## src/rtl/serial_alu_seq_pkg.sv

```systemverilog
// Shared definitions for the bit-serial ALU sequencer and its 1-bit slice:
// opcode encodings, FSM state encoding and a small opcode helper.
package serial_alu_seq_pkg;

   localparam logic [1:0] OP_ADD = 2'b00;
   localparam logic [1:0] OP_SUB = 2'b01;
   localparam logic [1:0] OP_AND = 2'b10;
   localparam logic [1:0] OP_XOR = 2'b11;

   typedef enum logic [1:0] {
      S_IDLE  = 2'd0,
      S_SHIFT = 2'd1,
      S_DONE  = 2'd2
   } state_t;

   // ADD and SUB propagate a carry between bits; the logic ops do not.
   function automatic logic is_arith(input logic [1:0] op);
      return ~op[1];
   endfunction

endpackage

```

## src/rtl/serial_alu_seq_slice.sv

```systemverilog
// Combinational 1-bit ALU slice. For SUB the caller supplies the inverted
// b bit and a carry-in of 1, so the slice itself only ever adds.
module alu_slice_1b
   import serial_alu_seq_pkg::*;
(
   input  logic       a,
   input  logic       b,
   input  logic       cin,
   input  logic [1:0] op,
   output logic       r,
   output logic       cout
);

   always_comb begin
      r    = 1'b0;
      cout = 1'b0;
      case (op)
         OP_ADD, OP_SUB: begin
            r    = a ^ b ^ cin;
            cout = (a & b) | (cin & (a ^ b));
         end
         OP_AND:  r = a & b;
         default: r = a ^ b;
      endcase
   end

endmodule

```

## src/rtl/serial_alu_seq.sv

```systemverilog
// Bit-serial ALU sequencer: streams two WIDTH-bit operands LSB-first through a
// shared 1-bit slice and presents the assembled result with a one-cycle done pulse.
module serial_alu_seq
   import serial_alu_seq_pkg::*;
#(
   parameter int WIDTH = 8
)(
   input  logic             clk,
   input  logic             rst,
   input  logic             start,
   input  logic [WIDTH-1:0] A,
   input  logic [WIDTH-1:0] B,
   input  logic [1:0]       OP,
   output logic             busy,
   output logic             done,
   output logic [WIDTH-1:0] R,
   output logic             Cout,
   output logic             Z
);

   localparam int CNT_W = $clog2(WIDTH);

   state_t           r_state;
   state_t           w_state_next;
   logic [CNT_W-1:0] r_cnt;
   logic [WIDTH-1:0] r_a_sr;
   logic [WIDTH-1:0] r_b_sr;
   logic [WIDTH-1:0] r_res;
   logic [1:0]       r_op;
   logic             r_carry;
   logic             r_done;
   logic [WIDTH-1:0] r_r;
   logic             r_cout;
   logic             r_z;

   logic w_last;
   logic w_b;
   logic w_r;
   logic w_cout;

   assign w_last = (r_cnt == CNT_W'(WIDTH - 1));
   assign w_b    = r_b_sr[0] ^ (r_op == OP_SUB);

   alu_slice_1b u_slice (
      .a    (r_a_sr[0]),
      .b    (w_b),
      .cin  (r_carry),
      .op   (r_op),
      .r    (w_r),
      .cout (w_cout)
   );

   always_ff @(posedge clk or posedge rst) begin
      if (rst) r_state <= S_IDLE;
      else     r_state <= w_state_next;
   end

   always_comb begin
      w_state_next = r_state;
      case (r_state)
         S_IDLE:  if (start) w_state_next = S_SHIFT;
         S_SHIFT: if (w_last) w_state_next = S_DONE;
         S_DONE:  w_state_next = S_IDLE;
         default: w_state_next = S_IDLE;
      endcase
   end

   always_ff @(posedge clk or posedge rst) begin
      if (rst) begin
         r_cnt   <= '0;
         r_a_sr  <= '0;
         r_b_sr  <= '0;
         r_res   <= '0;
         r_op    <= OP_ADD;
         r_carry <= 1'b0;
         r_done  <= 1'b0;
         r_r     <= '0;
         r_cout  <= 1'b0;
         r_z     <= 1'b0;
      end else begin
         r_done <= 1'b0;
         case (r_state)
            S_IDLE: begin
               if (start) begin
                  r_a_sr  <= A;
                  r_b_sr  <= B;
                  r_op    <= OP;
                  r_carry <= (OP == OP_SUB);
                  r_res   <= '0;
                  r_cnt   <= '0;
               end
            end
            S_SHIFT: begin
               // Result enters at the MSB so bit 0 lands at the LSB after WIDTH shifts.
               r_res   <= {w_r, r_res[WIDTH-1:1]};
               r_a_sr  <= r_a_sr >> 1;
               r_b_sr  <= r_b_sr >> 1;
               r_carry <= is_arith(r_op) ? w_cout : 1'b0;
               if (!w_last) r_cnt <= r_cnt + 1'b1;
            end
            S_DONE: begin
               r_r    <= r_res;
               r_cout <= r_carry;
               r_z    <= (r_res == '0);
               r_done <= 1'b1;
            end
            default: ;
         endcase
      end
   end

   assign busy = (r_state != S_IDLE);
   assign done = r_done;
   assign R    = r_r;
   assign Cout = r_cout;
   assign Z    = r_z;

endmodule

```

## config.mk

```make
export PLATFORM = sky130hd
export DESIGN_NAME = serial_alu_seq
export DESIGN_NICKNAME = d
export VERILOG_FILES = /design/src/rtl/serial_alu_seq_pkg.sv /design/src/rtl/serial_alu_seq_slice.sv /design/src/rtl/serial_alu_seq.sv
export SDC_FILE = /design/constraint.sdc
export NUM_CORES = 1
export LEC_CHECK = 0
export ABC_AREA = 1
export BUFFER_PORTS_ARGS = -buffer_cell sky130_fd_sc_hd__buf_2
export CAP_MARGIN = 20
export CELL_PAD_IN_SITES_DETAIL_PLACEMENT = 1
export CELL_PAD_IN_SITES_GLOBAL_PLACEMENT = 2
export CORE_MARGIN = 2
export CORE_UTILIZATION = 35
export DETAILED_ROUTE_END_ITERATION = 7
export PLACE_DENSITY = 0.9
export SLEW_MARGIN = 20
export SYNTH_ARGS = -nofsm -noshare
export SYNTH_HDL_FRONTEND = slang
export SYNTH_SLANG_ARGS = --single-unit
```

## constraint.sdc

```tcl
create_clock -name clk -period 3.8 [get_ports clk]
set_input_delay 0.76 -clock clk [delete_from_list [all_inputs] [get_ports clk]]
set_output_delay 0.76 -clock clk [all_outputs]
set_load 0.02 [all_outputs]
```

; ---- Word-level counts from Yosys, hierarchy flattened
; Cells that the tools add are included.
[totals]
register_bits = 43
inputBits = 21
[classes]
n_eq_ne = 9
bitwise = 6
reduce_logical = 10
muxes = 18
n_addsub = 1
[op_table]
columns = cell, count
row1 = $pmux W8 S2, 3
row2 = $mux W8, 3
row3 = $logic_not A8 Y1, 1
row4 = $eq A2 B1 Y1 const B, 3
row5 = $mux W3, 2
row6 = $ne A2 B2 Y1 const B, 3
row7 = $pmux W3 S2, 1
row8 = $reduce_and A2 Y1, 3
row9 = $eq A2 B2 Y1 const B, 2
row10 = $logic_not A2 Y1, 2
row11 = $mux W1, 4
row12 = $mux W2, 2
row13 = $pmux W1 S2, 2
row14 = $pmux W2 S2, 1
row15 = $reduce_bool A2 Y1, 2
row16 = $add A3 B1 Y3 const B, 1
row17 = $eq A3 B3 Y1 const B, 1
row18 = $reduce_and A3 Y1, 1
row19 = $xor A1 B1 Y1, 3
row20 = $and A1 B1 Y1, 2
row21 = $reduce_or A2 Y1, 1
row22 = $or A1 B1 Y1, 1

; ---- Logic depth before layout (Yosys ltp)
; Gate-level depths: netlist (run 1).
[logic_depth]
depth_word = 8
mapped_depth = 9
mapped_depth_nobuf = 9

; ---- Cells and area by module
; Synthesis (run 1) repeated with hierarchy kept, for this count alone.
[hier_totals]
cells_unflattened = 251
area_unflattened_um2 = 1995.7
[by_module_without_submodules]
columns = module, n_inst, cells_per_inst, area_each_um2
row1 = serial_alu_seq, 1, 241, 1929.4
row2 = alu_slice_1b, 1, 10, 66.3

; ---- Least setup slack after synthesis (run 1)
; OpenSTA, ideal clock, no wires.
[synth_path]
kind = reg-to-output
startpoint = register r_state[0]
endpoint = output port busy
path_stages_with_launch = 4
path_buffers = 1
required_ns = 3.040
t_arrival_ns = 0.871
slack_ns = 2.169
path_cell_list = dfrtp_1 buf_6 nor2_2 inv_1
[synth_between]
elab_chain_len = 1
[synth_rtl]
columns = element, line
row1 = "start, declared", serial_alu_seq.sv:23  ; state_t r_state;
row2 = "start signal, assigned", serial_alu_seq.sv:55  ; else r_state <= w_state_next;
row3 = $reduce_bool A2 Y1, serial_alu_seq.sv:112  ; assign busy = (r_state != S_IDLE);
row4 = "end, declared", serial_alu_seq.sv:14  ; output logic busy,
; Every way passes these cells.

; ---- Final worst setup path (run 1)
; Ends and elaborated chain as after synthesis.

==> results of run 1 <==
power by group:
| part | switching [mW] | leakage, nW | internal (mW) |
|---|---|---|---|
| combinational | 0.495 | 0.662 | 0.279 |
| clock | 0.155 | 0.0654 | 0.263 |
| sequential | 0.158 | 0.535 | 0.656 |
cells in the final DEF, fill, tap and decap left out, drive strengths merged:
cell / count
nand2: 116
ha: 3
a21oi: 1
clkbuf: 6
o21ai: 17
xor2: 1
nand3: 22
buf: 33
inv: 17
bufinv: 2
o21a: 1
nor2: 11
nand4: 3
fa: 1
dfrtp: 43
state kept, by name, summed over array words and instances (netlist names):
| register | flops |
|---|---|
| r_a_sr | 8 |
| r_carry | 1 |
| Cout | 1 |
| R | 8 |
| r_cnt | 3 |
| r_b_sr | 8 |
| r_res | 8 |
| done | 1 |
| Z | 1 |
| r_op | 2 |
| r_state | 2 |
final cells by class:
class | instances | area share
repair buffers | 33 | 0.0721
well taps | 72 | 0.0387
inverters | 17 | 0.0274
flip-flops and latches | 43 | 0.463
clock inverters | 2 | 0.0258
clock buffers | 6 | 0.0312
multi-input cells | 176 | 0.342
layer usage:
metal  share of wire  vias to the layer above
met5               0                        -
met1            0.48                      762
met4           0.016                        0
met3           0.035                        6
li1                -                      829
met2            0.47                       25
critical path: stages (launching register included):
cell,delay (ps)
dfrtp_1,900
nor2_2,130
inv_1,80
buf_2,160
metrics by stage:
step	setup slack (ps)	cell area, um2	total power [mW]
final	1460	2330	2.01
after floorplan	2040	2000	1.41
after CTS	1460	2330	2.04
after detailed placement	1660	2190	1.61
after global routing	1350	2330	2.22
after global placement	1690	2190	1.58
kinds of logic after synthesis:
kind of cell	synth area share
AOI/OAI and AO/OA	0.0544
xor gates and xnor gates	0.00438
adders and majority gates	0.0288
buffers and inverters	0.0638
DFF	0.538
and+or+nand+nor	0.310
worst paths after layout:
check / startpoint / end / slack [ps] / cells after the start
setup reg to reg: r_state[0]$_DFFE_PP0P_ / r_res[7]$_DFFE_PP0P_ / 1650 / 4
setup / recovery: r_state[0]$_DFFE_PP0P_ / busy / 1460 / 3
hold / removal: R[3]$_DFFE_PP0P_ / R[3]$_DFFE_PP0P_ / 470 / 2
hold reg to reg: R[3]$_DFFE_PP0P_ / R[3]$_DFFE_PP0P_ / 470 / 2
max in group asynchronous: rst / r_a_sr[7]$_DFFE_PP0P_ / 2640 / 3
min in group asynchronous: rst / r_op[1]$_DFFE_PP0P_ / 520 / 2
==> out/results.ini, run 1 <==
[detailed_routing]
drc_errors=0
routed_via_density=4.65
drtPass1Iterations=4
drtIter0Drc=101
wl_um=4430
wl_per_cell_um=12.7
vias=1622
drtAntennaViolNets=0

[sta]
slew-limit-headroom=0.323
setup_viol=0
clock_skew_ps=6.95
hold_violations=0
maxSlewViolCount=0
whs_ps=473
post-route-period-util=0.615
fmax_mhz=428
final.min_clock_period_ps=2340
setup_tns_ps=0
rsz0062_at_grt=no
tightest_slew_ps=1010

[floorplan]
io_pins=33
dieArea_um2=6330
die_w_um=79.6
die_h_um=79.6
num_rows=27
start_util=0.363
fp.coreArea_um2=5510

[grt]
grt.met3_usage=0.0407
busiest_layer=met2
antenna_found_initial=0
met1_usage=0.205
grt-ovfl-total=0
gr-usage-met2=0.261
grt_max_degree=30
grt_pass1_vias=1652
grt_pass1_wl_um=7800
track_usage=0.161

[synthesis]
syn_avg_cell_area_um2=8.13
syn_inst=246
synth_top_area_frac=0.538
ys.flop_type=dfrtp_1
yosysMostFrequentCell=nand2_1
synth_edf_count=0
ys_types=20
yosysWarnings=0
ys_seq_elements=43
postSynth.asyncResetShare=1.00
synth_common_cells=nand2_1 (115), dfrtp_1 (43), nand3_1 (22)
syn_area_um2=2000
synth_nets=271
yosys.area.top_type=dfrtp_1
ys_seq_area_frac=0.538
synth.area.top_cells=dfrtp_1 (54%), nand2_1 (22%), nand3_1 (5.5%), o21ai_1 (4.0%), inv_1 (2.6%)

[clocking]
path_clk_slew_ps=80
cts_root_buffer=clkbuf_8
cts_setup_buffers=0
cts_tree=yes
cts_buffers=5
ctsHoldBuffers=0
worstSkewPairLatency_ps=300
cts_resized=0
cts.path.max_buffers=2
cts_max_level=2
cts.sinks=43

[worst_setup_path]
worstPathMaxFanout=23
setup.worst_path.start_class=register
cp-end-kind=output port
worstPathRequired_ps=3040
arrival_ps=1580
crit_type=register to output port

[cells_and_area]
num-nets-final=301
ff_latch_area_um2=1080
nFillCells=695
drive_above_1_share=0.181
multi_input_area_um2=796
synthToLayoutAreaGrowth_pct=16.3
diodes=0
stdcell_count=349
fin_util=0.422

[power]
p_leak_nw=1.26
power_density_nw_per_um2=862
ir_drop_v=0.000267

[place]
gp_congestion=0.697
numPortBuffers=32
dp.cells=341
dp_hpwl_um=3000

[status]
status=finished clean

[run]
drv_cap=0

[hold_path]
hold_class=register to register

No activity file was read; power rests on OpenSTA's default activity.
==> run 2: changes to the inputs <==
Settings changed: CORE_UTILIZATION 35 to 32, PLACE_DENSITY 0.9 to 0.84.
Clock period 3.8 ns to 2.4 ns, I/O delays scaled along.
==> run 2 against run 1 <==
Against the previous run:
- clock skew rose by 2.3 ps
- critical path type unchanged
- utilization fell by 3.1 points
- combinational power rose by 71%
- hold slack got worse by 150 ps
- clock-buffer cell count fell by 1
- critical endpoint unchanged
==> out/results.ini, run 2 (synthesized netlist as in run 1, its figures left out) <==
[sta]
hold_violations=0
final.min_clock_period_ps=1860
post-route-period-util=0.776
setup_viol=0
whs_ps=318
setup_tns_ps=0
fmax_mhz=537
rsz0062_at_grt=no
slew-limit-headroom=0.609
clock_skew_ps=9.22
maxSlewViolCount=0
tightest_slew_ps=586

[clocking]
cts_root_buffer=clkbuf_8
worstSkewPairLatency_ps=300
cts.path.max_buffers=2
cts.sinks=43
cts_max_level=2
cts_resized=0
cts_setup_buffers=0
cts_tree=yes
cts_buffers=5
ctsHoldBuffers=0
path_clk_slew_ps=90

[power]
ir_drop_v=0.000472
p_leak_nw=1.28
power_density_nw_per_um2=1340

[grt]
grt_pass1_vias=1674
met1_usage=0.185
antenna_found_initial=0
track_usage=0.142
grt.met3_usage=0.0338
busiest_layer=met2
grt_pass1_wl_um=7960
grt_max_degree=44
grt-ovfl-total=0
gr-usage-met2=0.234

[cells_and_area]
drive_above_1_share=0.195
fin_util=0.392
nFillCells=759
final_common_cell=nand2_1
stdcell_count=357
mostFrequentLayoutCells=nand2_1 (115), dfrtp_1 (43), buf_2 (32), nand3_1 (22), o21ai_1 (16)
diodes=0
synthToLayoutAreaGrowth_pct=17.4
num-nets-final=306
finalInstanceArea_um2=2350

[worst_setup_path]
worstPathRequired_ps=1920
arrival_ps=1380
worstPathMaxFanout=14
cp-end-kind=output port
setup.worst_path.start_class=register
crit_type=register to output port

[run]
drv_cap=0

[detailed_routing]
drc_errors=0
wl_per_cell_um=12.7
vias=1616
drtPass1Iterations=4
drtIter0Drc=116
wl_um=4520
routed_via_density=4.53
drtAntennaViolNets=0

[floorplan]
io_pins=33
num_rows=28
fp.coreArea_um2=5990
dieArea_um2=6900
die_w_um=83.0
die_h_um=83.0
start_util=0.334

[place]
dp_hpwl_um=3190
place_area_um2=2230
dp.cells=349
numPortBuffers=32
gp_congestion=0.725

[status]
status=finished clean

[hold_path]
hold_class=input port to async pin

## run 2: cell count changes in the layout (fill, tap and decap cells not counted)
cell	delta
buf_4	+5
bufinv_16	-1
clkbuf_1	-1
clkinv_2	+1
clkinv_4	+1
inv_1	+1
inv_2	-1
## run 2: worst paths after layout
path,from,to,slack (ps),depth (start not counted)
min in group clk,B[7],r_b_sr[7]$_DFFE_PP0P_,420,3
setup / recovery,r_state[0]$_DFFE_PP0P_,busy,540,3
hold reg to reg,R[3]$_DFFE_PP0P_,R[3]$_DFFE_PP0P_,470,2
max in group asynchronous,rst,r_cnt[2]$_DFFE_PP0P_,1710,3
hold / removal,rst,r_op[1]$_DFFE_PP0P_,320,3
setup reg to reg,r_op[1]$_DFFE_PP0P_,r_res[7]$_DFFE_PP0P_,820,9
## run 2: final cells by class
class,instances,area [um2],share of cell area
sequential,43,1080,0.458
multi-input combinational,176,796,0.339
timing repair buffer,38,205,0.0874
tap,75,93.8,0.0400
clock buffer,5,68.8,0.0293
inverter,17,63.8,0.0272
clock inverter,3,43.8,0.0187
## run 2: worst max-delay path, stage by stage (launching register included)
cell     delay, ps
dfrtp_1        600
nor2_2         270
inv_1           60
buf_2          160
## run 2: power breakdown
group | leakage, nW | switching [mW] | internal [mW]
clock | 0.0581 | 0.260 | 0.310
sequential | 0.535 | 0.230 | 1.04
combinational | 0.688 | 0.825 | 0.492
## run 2: metrics by stage
step	setup slack (ps)	power [mW]
2_1_floorplan	917	2.23
3_3_place_gp	880	2.58
3_5_place_dp	818	2.63
4_1_cts	530	3.21
5_1_grt	450	3.48
6_report	537	3.16
## run 2: layer usage
metal | wire length, um | part of all wire
met3 | 128 | 0.028
met4 | 62 | 0.014
met2 | 2070 | 0.46
met5 | 0 | 0
met1 | 2260 | 0.50
==> run 3: changes to the inputs <==
Settings changed: ABC_AREA 1 to 0, PLACE_DENSITY 0.84 to 0.81.
Clock period 2.4 ns to 1.64 ns, I/O delays scaled along.
==> run 3 against run 2 <==
Against the previous run:
- sequential power increased by 37%
- clock-buffer cell count increased by 1
- die area decreased by 4.8%
- critical path type unchanged
- synthesized cell count decreased by 33%
- critical endpoint unchanged
- clock skew decreased by 5.9 ps
- highest routed layer unchanged
==> out/results.ini, run 3 <==
[status]
status=finished clean

[cells_and_area]
final_common_cell=dfrtp_1
num-nets-final=226
diodes=0
stdcell_count=275
synthToLayoutAreaGrowth_pct=19.2
finalInstanceArea_um2=2260
nFillCells=649
mostFrequentLayoutCells=dfrtp_1 (43), nand2_1 (36), buf_2 (32), o21ai_1 (15), mux2i_1 (15)
drive_above_1_share=0.300

[detailed_routing]
drtIter0Drc=24
routed_via_density=4.84
drc_errors=0
drtPass1Iterations=4
drtAntennaViolNets=0
vias=1330
wl_per_cell_um=14.1
wl_um=3870

[worst_setup_path]
rrSetupSlack_ps=80
cp-end-kind=output port
reg2reg_from=r_op[1]$_DFFE_PP0P_
r2r_end=r_res[7]$_DFFE_PP0P_
worstPathMaxFanout=6
crit_type=register to output port
worstPathRequired_ps=1310
arrival_ps=1250
setup.worst_path.start_class=register
r2r.worst_path.cells=6

[floorplan]
dieArea_um2=6560
die_h_um=81.0
io_pins=33
num_rows=28
fp.coreArea_um2=5820
start_util=0.326
die_w_um=81.0

[grt]
grt_max_degree=44
grt-ovfl-total=0
grt_pass1_wl_um=6600
grt_pass1_vias=1390
antenna_found_initial=0
track_usage=0.133

[synthesis]
muxShareOfSynthArea=0.150
synth_top_area_frac=0.567
ys.flop_type=dfrtp_1
yosys.area.top_type=dfrtp_1
syn_avg_cell_area_um2=11.4
synth.area.top_cells=dfrtp_1 (57%), mux2i_1 (7.9%), nand2_1 (7.1%), mux2_2 (7.1%), o21ai_1 (4.0%)
ys_seq_area_frac=0.567
synth_edf_count=0
synth_top_family_by_area=multiplexers
synth_nets=191
ys_seq_elements=43
synth_common_cells=dfrtp_1 (43), nand2_1 (36), mux2i_1 (15), o21ai_1 (15), mux2_2 (12)
syn_area_um2=1900
ys_types=27
synthAdderAreaFrac=0.0303
yosysWarnings=0
synth-simple-area-share=0.126
yosysMostFrequentCell=dfrtp_1
syn_inst=166
synth-compound-area-share=0.0837
synth_xor_area_frac=0.00461
postSynth.asyncResetShare=1.00

[sta]
tightest_slew_ps=562
maxSlewViolCount=0
setup_viol=0
clock_skew_ps=3.32
post-route-period-util=0.960
slew-limit-headroom=0.626
setup_tns_ps=0
rsz0062_at_grt=no
fmax_mhz=635
final.min_clock_period_ps=1580
hold_violations=0

[clocking]
path_clk_slew_ps=70
cts_root_buffer=clkbuf_8
worstSkewPairLatency_ps=280
cts_buffers=5
cts.sinks=43
ctsHoldBuffers=0
cts_tree=yes
cts_max_level=2
cts.path.max_buffers=2

[run]
drv_cap=0

[place]
dp_hpwl_um=2610
numPortBuffers=32
place_area_um2=2160
gp_congestion=0.701
dp.cells=268

[hold_path]
hold_class=input port to async pin

[power]
p_total_mw=3.96
power_density_nw_per_um2=1750
p_leak_nw=1.08
ir_drop_v=0.000483

run 3: cell count changes after synthesis, sizes merged, moves of 3 or more:
cell / before / now
mux2: 0 / 12
o21ai: 17 / 24
nand2b: 0 / 3
nand3: 22 / 0
nor2: 11 / 2
inv: 17 / 3
mux2i: 0 / 15
nand2: 116 / 36
nand4: 3 / 0
run 3: how the worst max path moves through the flow:
stage / start / cells past startpoint / to / slack (ps)
after floorplan: r_op[1]$_DFFE_PP0P_ / 6 / r_res[7]$_DFFE_PP0P_ / 110
after global placement: r_op[1]$_DFFE_PP0P_ / 6 / r_res[7]$_DFFE_PP0P_ / 130
after detailed placement: r_op[1]$_DFFE_PP0P_ / 6 / r_res[7]$_DFFE_PP0P_ / 40
after CTS: r_op[1]$_DFFE_PP0P_ / 6 / r_res[7]$_DFFE_PP0P_ / 7
after global routing: r_op[1]$_DFFE_PP0P_ / 6 / r_res[7]$_DFFE_PP0P_ / 7
final: r_state[1]$_DFFE_PP0P_ / 2 / busy / 60
run 3: logic make-up (layout without fill, tap and decap cells):
logic type / count (synthesis) / after routing
AO/OA/AOI/OAI: 29 / 29
multiplexers: 27 / 27
AND/OR/NAND/NOR: 50 / 50
adder cells (fa/ha/maj): 4 / 4
buffers and inverters: 12 / 46
flip-flops: 43 / 43
XOR/XNOR: 1 / 1
run 3: where the power goes:
group	internal (mW)	switching (mW)	total, mW
Sequential	1.45	0.292	1.74
Combinational	0.760	0.851	1.61
Clock	0.284	0.323	0.607
run 3: critical path, stage by stage (launching register included):
cell and delay, ps:
dfrtp_1 480, or2_2 330, buf_2 160
run 3: stage by stage:
stage / hold slack (ps) / utilization / setup WS, ps
floorplan: 445 / - / 113
global route: 120 / 0.389 / 6.95
detailed placement: 421 / 0.372 / 43.0
finish: 98.2 / 0.389 / 65.0
CTS: 112 / 0.384 / 6.56
global placement: 408 / 0.372 / 131
run 3: what timing repair did:
item | CTS | global route
gates resized for setup | 0 | 3
buffers inserted | 0 | 1
endpoints found under the setup margin | 0 | 4
endpoints found under the hold margin | 0 | 0
run 3: layout make-up:
cell class | count | area (um2) | share of cell area
sequential | 43 | 1080 | 0.476
multi-input combinational | 111 | 773 | 0.342
timing repair buffer | 37 | 235 | 0.104
tap | 75 | 93.8 | 0.0415
clock buffer | 6 | 72.6 | 0.0321
inverter | 3 | 11.3 | 0.00498
run 3: layer usage:
metal	global-route usage	share of wire
met5	0	0
met2	0.234	0.51
met1	0.158	0.44
met3	0.0344	0.043
met4	0.0458	0.012
